**src/rtl/pc_sequencer_if.sv**
```systemverilog
// Control/status bundle between the decoder and the program sequencer.
interface pc_sequencer_if #(
  parameter int unsigned ADDR_W = 8,
  parameter int unsigned OFFS_W = 8,
  parameter int unsigned DEPTH  = 4
);
  localparam int unsigned SP_W = $clog2(DEPTH + 1);

  logic              stall;
  logic              branch;
  logic              call;
  logic              ret;
  logic [OFFS_W-1:0] offset;
  logic              clr_err;
  logic [ADDR_W-1:0] pc;
  logic [SP_W-1:0]   sp;
  logic              full;
  logic              empty;
  logic              overflow;
  logic              underflow;

  // Decoder side: issues flow requests, observes fetch address and stack status.
  modport master (
    output stall, branch, call, ret, offset, clr_err,
    input  pc, sp, full, empty, overflow, underflow
  );

  // Sequencer side.
  modport slave (
    input  stall, branch, call, ret, offset, clr_err,
    output pc, sp, full, empty, overflow, underflow
  );
endinterface

```
**src/rtl/pc_sequencer.sv**
```systemverilog
// Program sequencer: PC, PC-relative target adder and return-address stack.
module pc_sequencer #(
  parameter int unsigned ADDR_W   = 8,
  parameter int unsigned OFFS_W   = 8,
  parameter int unsigned DEPTH    = 4,
  parameter int unsigned RESET_PC = 0
) (
  input logic            clk,
  input logic            reset,
  pc_sequencer_if.slave  bus
);
  localparam int unsigned SP_W  = $clog2(DEPTH + 1);
  localparam int unsigned IDX_W = $clog2(DEPTH);
  localparam logic [SP_W-1:0] SP_FULL = SP_W'(DEPTH);

  logic [ADDR_W-1:0] pc_q;
  logic [ADDR_W-1:0] pc_d;
  logic [ADDR_W-1:0] ret_addr;
  logic [ADDR_W-1:0] target;
  logic [SP_W-1:0]   sp_q;
  logic [SP_W-1:0]   sp_d;
  logic [ADDR_W-1:0] stack_q [DEPTH];
  logic [IDX_W-1:0]  top_idx;
  logic [IDX_W-1:0]  push_idx;
  logic              push;
  logic              ovf_q;
  logic              ovf_d;
  logic              unf_q;
  logic              unf_d;

  // Return address and sign-extended relative target, both wrapping modulo 2^ADDR_W.
  assign ret_addr = pc_q + ADDR_W'(1);
  assign target   = pc_q + ADDR_W'($signed(bus.offset));
  assign top_idx  = IDX_W'(sp_q - SP_W'(1));
  assign push_idx = IDX_W'(sp_q);

  // Next-state decode: one action per cycle, ret > call > branch > increment.
  always_comb begin
    pc_d  = ret_addr;
    sp_d  = sp_q;
    push  = 1'b0;
    ovf_d = ovf_q & ~bus.clr_err;
    unf_d = unf_q & ~bus.clr_err;
    if (bus.ret) begin
      if (sp_q != '0) begin
        pc_d = stack_q[top_idx];
        sp_d = sp_q - SP_W'(1);
      end else begin
        unf_d = 1'b1;
      end
    end else if (bus.call) begin
      if (sp_q != SP_FULL) begin
        push = 1'b1;
        pc_d = target;
        sp_d = sp_q + SP_W'(1);
      end else begin
        ovf_d = 1'b1;
      end
    end else if (bus.branch) begin
      pc_d = target;
    end
  end

  // State registers; stall freezes everything including error clearing.
  always_ff @(posedge clk or posedge reset) begin
    if (reset) begin
      pc_q  <= ADDR_W'(RESET_PC);
      sp_q  <= '0;
      ovf_q <= 1'b0;
      unf_q <= 1'b0;
      for (int unsigned i = 0; i < DEPTH; i++) begin
        stack_q[i] <= '0;
      end
    end else if (!bus.stall) begin
      pc_q  <= pc_d;
      sp_q  <= sp_d;
      ovf_q <= ovf_d;
      unf_q <= unf_d;
      if (push) begin
        stack_q[push_idx] <= ret_addr;
      end
    end
  end

  // Status outputs; full/empty decode directly from the stack pointer.
  assign bus.pc        = pc_q;
  assign bus.sp        = sp_q;
  assign bus.overflow  = ovf_q;
  assign bus.underflow = unf_q;
  assign bus.full      = (sp_q == SP_FULL);
  assign bus.empty     = (sp_q == '0);
endmodule

```
**src/flat_wrapper.sv**
```systemverilog
// flat-port wrapper written by rule: the top's interface ports become plain ports
module pc_sequencer_flat 
#(
  parameter int unsigned ADDR_W   = 8,
  parameter int unsigned OFFS_W   = 8,
  parameter int unsigned DEPTH    = 4,
  parameter int unsigned RESET_PC = 0
)
  (clk, reset, bus_stall, bus_branch, bus_call, bus_ret, bus_offset, bus_clr_err, bus_pc, bus_sp, bus_full, bus_empty, bus_overflow, bus_underflow);
  pc_sequencer_if #(.ADDR_W(ADDR_W), .OFFS_W(OFFS_W), .DEPTH(DEPTH)) bus_i ();
  input logic clk;
  input logic reset;
  input wire logic [$bits(bus_i.stall)-1:0] bus_stall;
  input wire logic [$bits(bus_i.branch)-1:0] bus_branch;
  input wire logic [$bits(bus_i.call)-1:0] bus_call;
  input wire logic [$bits(bus_i.ret)-1:0] bus_ret;
  input wire logic [$bits(bus_i.offset)-1:0] bus_offset;
  input wire logic [$bits(bus_i.clr_err)-1:0] bus_clr_err;
  output wire logic [$bits(bus_i.pc)-1:0] bus_pc;
  output wire logic [$bits(bus_i.sp)-1:0] bus_sp;
  output wire logic [$bits(bus_i.full)-1:0] bus_full;
  output wire logic [$bits(bus_i.empty)-1:0] bus_empty;
  output wire logic [$bits(bus_i.overflow)-1:0] bus_overflow;
  output wire logic [$bits(bus_i.underflow)-1:0] bus_underflow;
  assign bus_i.stall = bus_stall;
  assign bus_i.branch = bus_branch;
  assign bus_i.call = bus_call;
  assign bus_i.ret = bus_ret;
  assign bus_i.offset = bus_offset;
  assign bus_i.clr_err = bus_clr_err;
  assign bus_pc = bus_i.pc;
  assign bus_sp = bus_i.sp;
  assign bus_full = bus_i.full;
  assign bus_empty = bus_i.empty;
  assign bus_overflow = bus_i.overflow;
  assign bus_underflow = bus_i.underflow;
  pc_sequencer #(.ADDR_W(ADDR_W), .OFFS_W(OFFS_W), .DEPTH(DEPTH), .RESET_PC(RESET_PC)) u_core (.clk(clk), .reset(reset), .bus(bus_i));
endmodule
```
**config.mk**
```make
export PLATFORM = sky130hd
export DESIGN_NAME = pc_sequencer_flat
export DESIGN_NICKNAME = d
export VERILOG_FILES = /design/src/rtl/pc_sequencer_if.sv /design/src/rtl/pc_sequencer.sv /design/src/flat_wrapper.sv
export SDC_FILE = /design/constraint.sdc
export NUM_CORES = 1
export LEC_CHECK = 0
export ABC_AREA = 1
export BUFFER_PORTS_ARGS = -buffer_cell sky130_fd_sc_hd__buf_2
export CAP_MARGIN = 30
export CORE_MARGIN = 3
export CORE_UTILIZATION = 60
export DETAILED_ROUTE_END_ITERATION = 12
export GPL_TIMING_DRIVEN = 0
export PLACE_DENSITY = 0.9
export SYNTH_ARGS = -nofsm -noshare
export SYNTH_HDL_FRONTEND = slang
export SYNTH_SLANG_ARGS = --single-unit
```
**constraint.sdc**
```tcl
create_clock -name clk -period 4.25 [get_ports clk]
set_input_delay 0.2125 -clock clk [delete_from_list [all_inputs] [get_ports clk]]
set_output_delay 0.2125 -clock clk [all_outputs]
set_load 0.03 [all_outputs]
```
==> reports/metrics.csv <==
stage,metric,value,unit
power,power_density,796,mW/mm^2
sta,period_needed,2.35,ns
die,core_area,0.00444,sq mm
sta,fin_ws,1.90,ns
sta,period_share,55.4,%
global_routing,grt_overflow,0,
sta,slew_headroom,58.8,%
clocking,tritoncts,yes,
clocking,root_buffer,clkbuf_8,
drt,viasPerCell,5.66,
sta,hold_violations,0,
sta,rsz0062_at_grt,false,
drt,vias,2643,
clocking,ctsLongestPathBuffers,2,
drt,ant_nets,0,
sta,slew_violations,0,
worst_hold_path,min_to,u_core.bus.pc[0],
setup_path,worst_setup_path_start_kind,flop,
drt,drt_wl_total,6830,um
die,fp-row-count,24,
die,ios,30,
clocking,cts_max_level,2,
drt,route.detailed.drc,0,
setup_path,end_kind,flop,
setup_path,cp_max_fo,12,
status,outcome,completed,
setup_path,critPathKind,reg -> reg,
worst_hold_path,hold_depth,2,
layout,multiInputGateArea,0.00145,sq mm
worst_hold_path,hold_class,in -> reg,
clocking,cts_resized,0,
power,power.switching,0.00124,W
power,power.total,0.00253,W
synthesis,ys_seq_elements,45,
clocking,clock_latency,0.31,ns
drt,drtPass1Iterations,5,
worst_hold_path,worstHoldStart,bus_stall,
drt,wl_per_cell,14.6,um
power,p_leak,1.66,nW
placement,portBuffers,28,
layout,fin_nets,443,
sta,worst_pin_slew,0.614,ns
power,internal_power,0.00129,W
clocking,cts_sinks,45,
setup_path,reg2reg_setup_slack,1.90,ns
sta,fin_setup_tns,0,ns
power,p_sw_share,49.1,%
placement,dp_cells,458,
layout,diodes,0,
setup_path,required,4.42,ns
power,vdd_ir_drop_max,496,uV
synthesis,yosys_warnings,0,
clocking,cts_made_buffers,5,
power,clock_power_share,13.4,%
setup_path,r2r_cells,11,
drt,first_iter_violations,243,
synthesis,syn_area,0.00282,sq mm
die,die_area,0.00557,sq mm
placement,place_congestion,0.845,
layout,layout.cells.non_filler,467,
synthesis,avgSynthCellArea,7.49,sq um
global_routing,grt_pass1_wl,11500,um
global_routing,grt_usage,27.1,%
power,power_frac_comb,55.0,%
sta,max_freq,425,MHz
synthesis,syn-num-nets,406,
setup_path,worstReg2RegEnd,u_core.bus.pc[1],
die,start_util,63.5,%
global_routing,antenna_found_initial,0,
setup_path,cp.arrival,2.53,ns
die,die_x,74.6,um
setup_path,worstSetupStartpoint,u_core.bus.sp[0],
layout,n_fill_cell,355,
power,seq_power_share,31.6,%
sta,fin_hold_ws,0.222,ns
sta,fin_skew,0.00658,ns
synthesis,syn_inst,377,
placement,place_hpwl,4980,um
layout,drive_gt1_share,16.9,%
global_routing,grt_max_degree,37,
synthesis,ys_types,36,
global_routing,grt_pass1_vias,2472,
job,drv_cap,0,
die,die_h,74.6,um
synthesis,ys_seq_area_share,39.9,%
layout,area_delta_synth_final,12.5,%
layout,seq_area,0.00113,sq mm
sta,setup_viol,0,
placement,dp_slack,2.02,ns
clocking,clkTransAtPathRegs,0.09,ns
setup_path,worstReg2RegStart,u_core.bus.sp[0],
==> power by group through the flow <==
stage	Clock [W]	Sequential [W]	Combinational, W
2_1_floorplan	0	0.000876	0.000938
3_3_place_gp	0	0.000791	0.00132
4_1_cts	0.000339	0.000795	0.00138
5_1_grt	0.000354	0.000826	0.00157
6_report	0.000338	0.000798	0.00139
3_5_place_dp	0	0.000802	0.00137
==> cell type report <==
class | instances | area share, %
repair buffers | 30 | 5.36
flip-flops and latches | 45 | 35.5
clock buffers | 5 | 2.17
plain buffers | 10 | 2.48
inverters | 43 | 5.20
multi-input cells | 279 | 45.8
clock inverters | 3 | 1.50
well taps | 52 | 2.05
==> sequential cells by signal (all words and copies together) (netlist names) <==
name                  count
u_core.stack_q           32
u_core.bus.pc             8
u_core.bus.sp             3
u_core.bus.overflow       1
u_core.bus.underflow      1
==> how the worst max path moves through the flow <==
stage                                    to  slack [ns]
after floorplan           u_core.stack_q[0]        2.05
after global placement     u_core.bus.pc[1]        2.04
after detailed placement   u_core.bus.pc[1]        2.02
after CTS                 u_core.stack_q[3]        1.96
after global routing       u_core.bus.pc[1]        1.68
final                      u_core.bus.pc[1]        1.90
==> logic make-up (layout without fill, tap and decap cells) <==
group | count (synthesis) | after routing | synth area share (%)
buffers and inverters | 53 | 91 | 8.64
AOI/OAI and AO/OA | 71 | 71 | 13.9
and+or+nand+nor | 186 | 186 | 28.6
DFF | 45 | 45 | 39.9
xor gates and xnor gates | 8 | 8 | 2.48
adders and majority gates | 14 | 14 | 6.47
==> timing repair <==
item / CTS / global route
setup buffers: 0 / 0
hold endpoints to repair: 9 / 0
setup endpoints to repair: 0 / 0
hold buffers: 1 / 0
==> placed cells by master, fill, tap and decap left out, types with 13 or more instances in the layout <==
cell type    n
inv_1       37
nand2_1    106
buf_2       31
o21ai_1     26
a21oi_1     13
ha_1        13
nand3_1     30
o21ai_0     20
nor2_1      30
dfrtp_1     45
==> per-stage QoR <==
step	utilization, %	instance area (sq um)
after floorplan	-	2820
after CTS	71.5	3180
after detailed placement	68.6	3050
final	71.5	3180
after global routing	71.5	3180
after global placement	68.2	3030
==> critical path: stages, from the launching register on <==
cell     delay (ns)
dfrtp_1        0.43
buf_2          0.20
inv_2          0.16
buf_4          0.23
ha_1           0.25
inv_1          0.09
nor2_4         0.17
nand2_1        0.19
inv_1          0.17
a21oi_1        0.09
o21ai_0        0.12
o22ai_1        0.12
==> metal layers <==
metal  track usage (%)  routed length [um]  share of wire, %
met5                 0                   0                 0
met1              37.9                2920                43
met3              6.08                 515               7.5
met4              9.49                 121               1.8
met2              41.7                3270                48
==> cells in the mapped netlist <==
master      n  share of area [%]
o21ai_0    20                3.5
nand4_1     1               0.22
buf_6       4                1.6
nand3b_1    2               0.53
nor3_4      1               0.58
o211ai_1    2               0.53
inv_1      38                5.1
buf_2       3               0.53
nor2_4      1               0.40
nor3_1      2               0.35
clkbuf_1    1               0.13
or2_2       2               0.44
a21oi_1    13                2.3
clkinv_2    1               0.18
fa_1        1               0.71
xnor2_1     4                1.2
and2_4      1               0.31
buf_4       2               0.53
xor2_1      4                1.2
o21a_1      1               0.27
ha_1       13                5.8
nor2_1     30                4.0
and2_1      1               0.22
a211oi_1    1               0.27
o21ai_1    26                4.6
dfrtp_1    45                 40
o22ai_1     4               0.89
nand2_4     1               0.40
o21ai_4     1               0.58
o21ai_2     3               0.93
nand2_1   106                 14
nand3_1    30                5.3
inv_2       3               0.40
nand2_2     6                1.3
inv_4       1               0.22
nor2_2      2               0.44
No activity file was read; power rests on OpenSTA's default activity.
